### src/rtl/mul_sequencer_if.sv
// Exec-stage multiply handshake bundle: issue/operands from the pipeline,
// stall/done/result back from the sequencer.
interface mul_sequencer_if #(
  parameter int WIDTH = 32
);
  logic             StartE;
  logic             AccumE;
  logic [WIDTH-1:0] SrcAE;
  logic [WIDTH-1:0] SrcBE;
  logic [WIDTH-1:0] SrcCE;
  logic             KillE;
  logic             StallMul;
  logic             BusyE;
  logic             DoneE;
  logic [WIDTH-1:0] MulResultE;
  logic [1:0]       MulFlagsE;

  modport master (
    output StartE, AccumE, SrcAE, SrcBE, SrcCE, KillE,
    input  StallMul, BusyE, DoneE, MulResultE, MulFlagsE
  );

  modport slave (
    input  StartE, AccumE, SrcAE, SrcBE, SrcCE, KillE,
    output StallMul, BusyE, DoneE, MulResultE, MulFlagsE
  );
endinterface

### src/rtl/mul_sequencer.sv
// Radix-2 shift-add MUL/MLA sequencer that stalls Exec until the low product is ready.
// Optional MUL_EARLY_TERM_EN: leave RUN as soon as the remaining multiplier bits are zero.
module mul_sequencer #(
  parameter int WIDTH = 32,
  parameter int CNTW  = 5
) (
  input  logic           clk,
  input  logic           reset,
  mul_sequencer_if.slave mif
);

  typedef enum logic [1:0] {
    S_IDLE = 2'd0,
    S_RUN  = 2'd1,
    S_DONE = 2'd2
  } state_t;

  state_t           state_q, state_d;
  logic [WIDTH-1:0] mc_q, mc_d;
  logic [WIDTH-1:0] mp_q, mp_d;
  logic [WIDTH-1:0] acc_q, acc_d;
  logic [CNTW-1:0]  cnt_q, cnt_d;

  logic             start_ok;
  logic             last_iter;
  logic [WIDTH-1:0] mp_shift;

  assign start_ok = mif.StartE && !mif.KillE;
  assign mp_shift = mp_q >> 1;

`ifdef MUL_EARLY_TERM_EN
  // Nothing left to add once the shifted multiplier is empty.
  assign last_iter = (cnt_q == CNTW'(WIDTH-1)) || (mp_shift == '0);
`else
  assign last_iter = (cnt_q == CNTW'(WIDTH-1));
`endif

  always_comb begin
    state_d = state_q;
    mc_d    = mc_q;
    mp_d    = mp_q;
    acc_d   = acc_q;
    cnt_d   = cnt_q;
    case (state_q)
      S_IDLE: begin
        mc_d  = mif.SrcAE;
        mp_d  = mif.SrcBE;
        acc_d = mif.AccumE ? mif.SrcCE : '0;
        cnt_d = '0;
        if (start_ok) state_d = S_RUN;
      end
      S_RUN: begin
        if (mp_q[0]) acc_d = acc_q + mc_q;
        mc_d  = mc_q << 1;
        mp_d  = mp_shift;
        cnt_d = cnt_q + CNTW'(1);
        if (mif.KillE)    state_d = S_IDLE;
        else if (last_iter) state_d = S_DONE;
      end
      S_DONE:  state_d = S_IDLE;
      default: state_d = S_IDLE;
    endcase
  end

  always_ff @(posedge clk) begin
    if (reset) begin
      state_q <= S_IDLE;
      mc_q    <= '0;
      mp_q    <= '0;
      acc_q   <= '0;
      cnt_q   <= '0;
    end else begin
      state_q <= state_d;
      mc_q    <= mc_d;
      mp_q    <= mp_d;
      acc_q   <= acc_d;
      cnt_q   <= cnt_d;
    end
  end

  // Result/flags are gated to DONE so Exec can OR-mux them without extra qualification.
  always_comb begin
    mif.StallMul   = ((state_q == S_IDLE) && start_ok) || (state_q == S_RUN);
    mif.BusyE      = (state_q != S_IDLE);
    mif.DoneE      = (state_q == S_DONE);
    mif.MulResultE = '0;
    mif.MulFlagsE  = 2'b00;
    if (state_q == S_DONE) begin
      mif.MulResultE = acc_q;
      mif.MulFlagsE  = {acc_q[WIDTH-1], (acc_q == '0)};
    end
  end

endmodule

### src/flat_wrapper.sv
// flat-port wrapper written by rule: the top's interface ports become plain ports
module mul_sequencer_flat 
#(
  parameter int WIDTH = 32,
  parameter int CNTW  = 5
)
  (clk, reset, mif_StartE, mif_AccumE, mif_SrcAE, mif_SrcBE, mif_SrcCE, mif_KillE, mif_StallMul, mif_BusyE, mif_DoneE, mif_MulResultE, mif_MulFlagsE);
  mul_sequencer_if #(.WIDTH(WIDTH)) mif_i ();
  input  logic clk;
  input  logic reset;
  input wire logic [$bits(mif_i.StartE)-1:0] mif_StartE;
  input wire logic [$bits(mif_i.AccumE)-1:0] mif_AccumE;
  input wire logic [$bits(mif_i.SrcAE)-1:0] mif_SrcAE;
  input wire logic [$bits(mif_i.SrcBE)-1:0] mif_SrcBE;
  input wire logic [$bits(mif_i.SrcCE)-1:0] mif_SrcCE;
  input wire logic [$bits(mif_i.KillE)-1:0] mif_KillE;
  output wire logic [$bits(mif_i.StallMul)-1:0] mif_StallMul;
  output wire logic [$bits(mif_i.BusyE)-1:0] mif_BusyE;
  output wire logic [$bits(mif_i.DoneE)-1:0] mif_DoneE;
  output wire logic [$bits(mif_i.MulResultE)-1:0] mif_MulResultE;
  output wire logic [$bits(mif_i.MulFlagsE)-1:0] mif_MulFlagsE;
  assign mif_i.StartE = mif_StartE;
  assign mif_i.AccumE = mif_AccumE;
  assign mif_i.SrcAE = mif_SrcAE;
  assign mif_i.SrcBE = mif_SrcBE;
  assign mif_i.SrcCE = mif_SrcCE;
  assign mif_i.KillE = mif_KillE;
  assign mif_StallMul = mif_i.StallMul;
  assign mif_BusyE = mif_i.BusyE;
  assign mif_DoneE = mif_i.DoneE;
  assign mif_MulResultE = mif_i.MulResultE;
  assign mif_MulFlagsE = mif_i.MulFlagsE;
  mul_sequencer #(.WIDTH(WIDTH), .CNTW(CNTW)) u_core (.clk(clk), .reset(reset), .mif(mif_i));
endmodule
### config.mk
export PLATFORM = sky130hd
export DESIGN_NAME = mul_sequencer_flat
export DESIGN_NICKNAME = d
export VERILOG_FILES = /design/src/rtl/mul_sequencer_if.sv /design/src/rtl/mul_sequencer.sv /design/src/flat_wrapper.sv
export SDC_FILE = /design/constraint.sdc
export NUM_CORES = 1
export LEC_CHECK = 0
export CAP_MARGIN = 20
export CORE_ASPECT_RATIO = 1.1
export CORE_MARGIN = 2
export CORE_UTILIZATION = 51
export CTS_BUF_LIST = sky130_fd_sc_hd__clkbuf_8
export CTS_CLUSTER_DIAMETER = 150
export DETAILED_ROUTE_END_ITERATION = 8
export PLACE_DENSITY_LB_ADDON = 0.15
export SYNTH_ARGS = -nofsm -noshare
export SYNTH_HDL_FRONTEND = slang
export SYNTH_SLANG_ARGS = --single-unit
### constraint.sdc
create_clock -name clk -period 3.8 [get_ports clk]
set_clock_uncertainty 0.15 [all_clocks]
set_input_delay 0.95 -clock clk [delete_from_list [all_inputs] [get_ports clk]]
set_output_delay 0.95 -clock clk [all_outputs]
set_load 0.02 [all_outputs]
# Yosys cells after proc, flatten, opt, wreduce, memory -nomap -nowiden
# Cells that the tools add are included.
dict set report classes {
  reduce_logical 10
  n_eq_ne 6
  muxes 12
  n_addsub 2
}
# cell n
set ops {}
lappend ops {{$pmux 32 s2} 3}
lappend ops {{$mux 32} 3}
lappend ops {{$add 32x32->32} 1}
lappend ops {{$logic_not 32->1} 1}
lappend ops {{$pmux 5 s2} 1}
lappend ops {{$mux 2} 4}
lappend ops {{$add 5x1->5 const B} 1}
lappend ops {{$eq 5x5->1 const B} 1}
lappend ops {{$ne 2x1->1 const B} 2}
lappend ops {{$pmux 2 s2} 1}
lappend ops {{$reduce_and 2->1} 2}
lappend ops {{$reduce_bool 2->1} 2}
lappend ops {{$ne 3x2->1 const B} 1}
lappend ops {{$eq 2x1->1 const B} 1}
lappend ops {{$eq 2x2->1 const B} 1}
lappend ops {{$logic_and 1x1->1} 2}
lappend ops {{$logic_not 2->1} 1}
lappend ops {{$logic_not 1->1} 1}
lappend ops {{$logic_or 1x1->1} 1}
dict set report totals {
  ff_bits 103
  inputBits 101
}

# Longest topological paths before layout
# Gate-level depths: netlist of the first run.
dict set report logic_depth {
  depth_word 4
  ltp_mapped 11
}

# Worst setup path after synthesis of the first run
# OpenSTA, ideal clock, no wires.
dict set report synth_path {
  path_kind {register to register}
  from {reg u_core.acc_q[0]}
  to {reg u_core.acc_q[28]}
  stages_incl_launch_ff 12
  setup_time_ns 0.114
  path_slack_ns 0.715
  t_arrival_ns 2.821
  period_less_slack_ns 3.085
  path_buffers 0
  cell_sequence {dfxtp_1 ha_1 fa_1 a21o_1 a221oi_2 o21a_1 o211ai_2 a31oi_2 o21ai_1 a221oi_1 xor2_1 a2111oi_0}
}
dict set report synth_via {
  elab_chain_cells 3
}
# item line
set synth_lines {}
lappend synth_lines {{from (decl)} mul_sequencer.sv:21} ;# logic [WIDTH-1:0] acc_q, acc_d;
lappend synth_lines {{from (signal assigned)} mul_sequencer.sv:70} ;# acc_q <= '0;
lappend synth_lines {{from (signal assigned)} mul_sequencer.sv:76} ;# acc_q <= acc_d;
lappend synth_lines {{$add 32x32->32} mul_sequencer.sv:53} ;# if (mp_q[0]) acc_d = acc_q + mc_q;
lappend synth_lines {{$mux 32} mul_sequencer.sv:53}
lappend synth_lines {{$pmux 32 s2} mul_sequencer.sv:44} ;# case (state_q)
# No other way between the ends. The select of a mux whose other input is x is not followed.
# A chain may end at the register's enable or synchronous reset.

# Final worst setup path of the first run
# Ends and elaborated chain as after synthesis.

==> flow_summary.json, run 1 <==
{
  "status": "complete, no violations",
  "cts_max_path_buffers": 2,
  "layout_commonest_cell": "nor2_1",
  "boundaryPins": 138,
  "die_x_um": 110,
  "io_buffers": 137,
  "vias": 6156,
  "synth_flop_cell": "dfxtp_1",
  "wl_per_cell_um": 16.7,
  "netlist_instances": 790,
  "gp_congestion": 0.939,
  "finalHoldViolCount": 0,
  "tritoncts": "yes",
  "slew_headroom_pct": 47.0,
  "min_period_ns": 3.54,
  "drt_iter0_markers": 354,
  "initial_core_util_pct": 52.4,
  "max_cap_violations": 0,
  "antenna_found_initial": 0,
  "setup_violations": 0,
  "crit_arrival_ns": 3.68,
  "final_cell_mix": "nor2_1 (166), clkdlybuf4s50_1 (136), dfxtp_1 (101), a21oi_1 (98), mux2i_1 (61)",
  "hold_path.class": "register to register",
  "cts_max_level": 3,
  "grt_pass1_wl_mm": 28.3,
  "firstDrtPassIters": 5,
  "fin_util_pct": 66.6,
  "grt_max_degree": 143,
  "drive_gt1_share_pct": 4.98,
  "grt_overflow": 0,
  "synth_warnings": 0,
  "grt_use_total_pct": 26.9,
  "ctsResizeCount": 0,
  "dp_hpwl_mm": 12.8,
  "clock-sinks": 103,
  "dieArea_um2": 13300,
  "rsz0062_at_grt": "no",
  "wl_mm": 17.7,
  "cts_root_buf": "clkbuf_8",
  "start_kind": "register",
  "cts_setup_buffers": 0,
  "cp-end-kind": "register",
  "max_freq_mhz": 282,
  "synth-edff-count": 0,
  "yosys.area.top_type": "dfxtp_1",
  "fill_cells": 1094,
  "clock_latency_ns": 0.40,
  "async_flop_share_pct": 0,
  "synth_area_per_cell_um2": 7.98,
  "vias_per_cell": 5.82,
  "synth_top_cell_area_share_pct": 32.7,
  "path_class": "register to register",
  "ant_nets": 0,
  "synth_area_leaders": "dfxtp_1 (33%), nor2_1 (9.9%), mux2i_1 (9.7%)",
  "p_leak_nw": 3.39,
  "synth_nets": 925,
  "setup_tns_ns": 0,
  "max-vdd-ir-drop_mv": 0.199,
  "syn2layout_area_growth_pct": 27.1,
  "cts_made_buffers": 9,
  "synth_cell_types": 61,
  "die_h_um": 121,
  "diodes": 0,
  "rows": 42,
  "crit_fanout": 4,
  "hold_buffers": 0,
  "maxSlewViolCount": 0,
  "ys_ff_latch": 103,
  "nets": 1033,
  "powerDensity_nw_per_um2": 320,
  "ys_seq_area_share_pct": 32.7,
  "clk_pin_slew_worst_paths_ns": 0.11,
  "worstPathRequired_ns": 3.94,
  "first_global_vias": 5876,
  "drc": 0,
  "worstMarginPinSlew_ns": 0.793,
  "period_share_pct": 93.3,
  "syn_area_um2": 6310,
  "core-area_um2": 12000
}
[sequential cells by signal, summed over array words and instances, names as in the netlist]
name and count:
u_core.mc_q 32, u_core.acc_q 32, u_core.mp_q 32, u_core.state_q 2
u_core.cnt_q 5
[synth_stat cells (6+ instances only)]
cell,count
a211oi_1,13
a21o_1,22
a21oi_1,99
a221oi_1,13
a311oi_1,9
and2_1,34
and3_1,6
clkbuf_1,49
dfxtp_1,103
ha_1,33
inv_1,8
mux2i_1,61
nand2_1,22
nand3_1,11
nor2_1,166
nor3_1,17
nor4_1,10
o21ai_0,15
xnor2_1,19
xor2_1,9
[worst paths after layout]
path	to	depth (start not counted)	slack (ns)	from
setup / recovery	u_core.acc_q[28]	11	0.26	u_core.acc_q[0]
hold / removal	u_core.mp_q[23]	2	0.34	u_core.mp_q[23]
setup reg to reg	u_core.acc_q[28]	11	0.26	u_core.acc_q[0]
hold reg to reg	u_core.mp_q[23]	2	0.34	u_core.mp_q[23]
[cells by family (layout without fill, tap and decap cells)]
family | after synthesis | after routing | synth area share, %
muxes | 62 | 62 | 9.86
AOI/OAI and AO/OA | 212 | 212 | 21.9
and+or+nand+nor | 290 | 290 | 21.1
buffers and inverters | 61 | 174 | 3.69
adders and majority gates | 34 | 34 | 6.87
xor gates and xnor gates | 28 | 28 | 3.89
DFF | 103 | 103 | 32.7
[layer usage]
layer	wire (µm)	part of all wire (%)	vias to the layer above	track usage (%)
li1	-	-	3039	-
met1	7540	43	2923	33.8
met5	0	0	-	0
met2	8610	49	169	45.2
met4	396	2.2	0	10.2
met3	1150	6.5	25	4.80
[area by class of cell]
class	count	area (µm²)	area share, %
Timing Repair Buffer	150	1480	18.5
Multi-Input combinational cell	626	4030	50.2
Inverter	8	30.0	0.375
Tap cell	154	193	2.40
Clock buffer	9	124	1.55
Clock inverter	7	95.1	1.19
Sequential cell	103	2070	25.8
[stage by stage]
stage	worst slack [ns]	total power, mW	hold WS (ns)	instances	area, µm²
5_1_grt	0.113	2.68	0.387	1057	8020
3_3_place_gp	0.489	1.77	0.315	1041	7800
2_1_floorplan	0.715	1.57	0.304	790	6310
3_5_place_dp	0.357	1.79	0.327	1041	7800
6_report	0.255	2.57	0.344	1057	8020
4_1_cts	0.346	2.58	0.350	1057	8020
[report_power, final]
group          internal [mW]  total (mW)  switching, mW
Combinational          0.280       0.554          0.274
Sequential              1.15        1.21         0.0673
Clock                  0.375       0.796          0.421
Total                   1.80        2.57          0.763
[worst max-delay path, stage by stage (launching register included)]
cell	delay (ns)
dfxtp_1	0.36
ha_1	0.25
fa_1	0.42
a21o_1	0.23
a221oi_2	0.33
o21a_1	0.30
o211ai_2	0.13
a31oi_2	0.31
o21ai_1	0.17
a221oi_1	0.32
xor2_1	0.11
a2111oi_0	0.37
Power figures use the tool's default switching activity.
==> run 2, diff against run 1 <==
- GPL_ROUTABILITY_DRIVEN: default -> 0
- RECOVER_POWER: default -> 25
==> run 2 against run 1 <==
- flip-flop and latch count unchanged
- largest cell class unchanged
- critical endpoint is now mif_MulResultE[18]
- first-iteration DRC count increased by 7.1%
- critical path depth decreased by 7
- final cell count about the same
- routed wire length decreased by 1.7%
- utilization decreased by 0.15 points
- combinational power decreased by 0.7%
==> flow_summary.json, run 2 (same netlist as run 1, synthesis figures left out) <==
{
  "status": "complete, no violations",
  "cts_made_buffers": 9,
  "r2r-start": "u_core.acc_q[0]",
  "rr_endpoint": "u_core.acc_q[28]",
  "max_cap_violations": 0,
  "tritoncts": "yes",
  "slew_headroom_pct": 9.69,
  "grt_use_total_pct": 26.6,
  "dp_hpwl_mm": 12.5,
  "drc": 0,
  "cts_max_path_buffers": 2,
  "io_buffers": 137,
  "layout_commonest_cell": "nor2_1",
  "crit_arrival_ns": 2.47,
  "wl_mm": 17.4,
  "maxSlewViolCount": 0,
  "firstDrtPassIters": 5,
  "setup_tns_ns": 0,
  "hold_buffers": 0,
  "period_share_pct": 93.9,
  "ctsResizeCount": 0,
  "placed_area_um2": 7780,
  "start_kind": "register",
  "path_class": "register to output pin",
  "max_freq_mhz": 280,
  "crit_fanout": 32,
  "nets": 1032,
  "drive_gt1_share_pct": 4.99,
  "power.total_mw": 2.58,
  "boundaryPins": 138,
  "final_area_um2": 8000,
  "initial_core_util_pct": 52.4,
  "worstPathRequired_ns": 2.70,
  "fin_util_pct": 66.5,
  "clock_latency_ns": 0.40,
  "worstMarginPinSlew_ns": 1.35,
  "setup_violations": 0,
  "finalHoldViolCount": 0,
  "max-vdd-ir-drop_mv": 0.195,
  "grt_overflow": 0,
  "die_x_um": 110,
  "reg.largest.list": "u_core.acc_q (32), u_core.mc_q (32), u_core.mp_q (32)",
  "grt_max_degree": 69,
  "first_global_vias": 5825,
  "cts_max_level": 3,
  "vias_per_cell": 5.82,
  "clock-sinks": 103,
  "min_to": "u_core.mp_q[22]",
  "grt_pass1_wl_mm": 28.0,
  "diodes": 0,
  "hold-path-cell-count": 2,
  "r2r_slack_ns": 0.28,
  "ant_nets": 0,
  "cts_root_buf": "clkbuf_8",
  "fill_cells": 1043,
  "antenna_found_initial": 0,
  "cts_setup_buffers": 0,
  "wl_per_cell_um": 16.5,
  "clk_pin_slew_worst_paths_ns": 0.11,
  "p_leak_nw": 3.38,
  "dieArea_um2": 13300,
  "die_h_um": 121,
  "final_cell_mix": "nor2_1 (166), clkdlybuf4s50_1 (136), dfxtp_1 (101), a21oi_1 (98), mux2i_1 (61)",
  "powerDensity_nw_per_um2": 322,
  "cp-end-kind": "output pin",
  "worstHoldStart": "u_core.mp_q[22]",
  "min_period_ns": 3.57,
  "core-area_um2": 12000,
  "drt_iter0_markers": 379,
  "rows": 42,
  "syn2layout_area_growth_pct": 26.8,
  "vias": 6143,
  "worst_r2r_path_depth": 11,
  "hold_path.class": "register to register",
  "rsz0062_at_grt": "no"
}
-- run 2: final cells by class --
class	instances	area, µm²	share of cell area (%)
sequential	103	2070	25.9
inverter	8	30.0	0.375
tap	154	193	2.41
clock inverter	6	91.3	1.14
clock buffer	10	138	1.72
multi-input combinational	626	4030	50.3
timing repair buffer	149	1450	18.1
-- run 2: how the worst max path moves through the flow --
stage | end | start | cells past startpoint | slack [ns]
after detailed placement | u_core.acc_q[28] | u_core.acc_q[0] | 11 | 0.34
after global placement | mif_StallMul | mif_KillE | 5 | 0.49
after CTS | mif_MulResultE[25] | u_core.state_q[1] | 4 | 0.23
after floorplan | u_core.acc_q[28] | u_core.acc_q[0] | 11 | 0.71
after global routing | mif_MulResultE[25] | u_core.state_q[1] | 4 | 0.09
final | mif_MulResultE[18] | u_core.state_q[1] | 4 | 0.23
-- run 2: per-layer routing --
layer  up-vias  GRT usage (%)  routed length (µm)
li1       3036              -                   -
met1      2857           33.3                7370
met2       227           44.7                8390
met3        23           4.20                1250
met4         0           11.2                 388
met5         -              0                   0
-- run 2: worst max-delay path, stage by stage (launching register included) --
cell             delay [ns]
dfxtp_4                0.54
nor2b_2                0.46
buf_4                  0.29
and2_1                 0.16
clkdlybuf4s50_1        0.60
-- run 2: per-stage QoR --
| stage | std cells | worst slack (ns) | hold slack, ns |
|---|---|---|---|
| global route | 1056 | 0.0919 | 0.392 |
| global placement | 1040 | 0.490 | 0.315 |
| finish | 1056 | 0.231 | 0.349 |
| floorplan | 790 | 0.715 | 0.304 |
| detailed placement | 1040 | 0.340 | 0.331 |
| CTS | 1056 | 0.230 | 0.355 |
-- run 2: where the power goes --
| group | internal [mW] | switching, mW |
|---|---|---|
| registers | 1.15 | 0.0697 |
| logic | 0.279 | 0.271 |
| clock network | 0.394 | 0.415 |
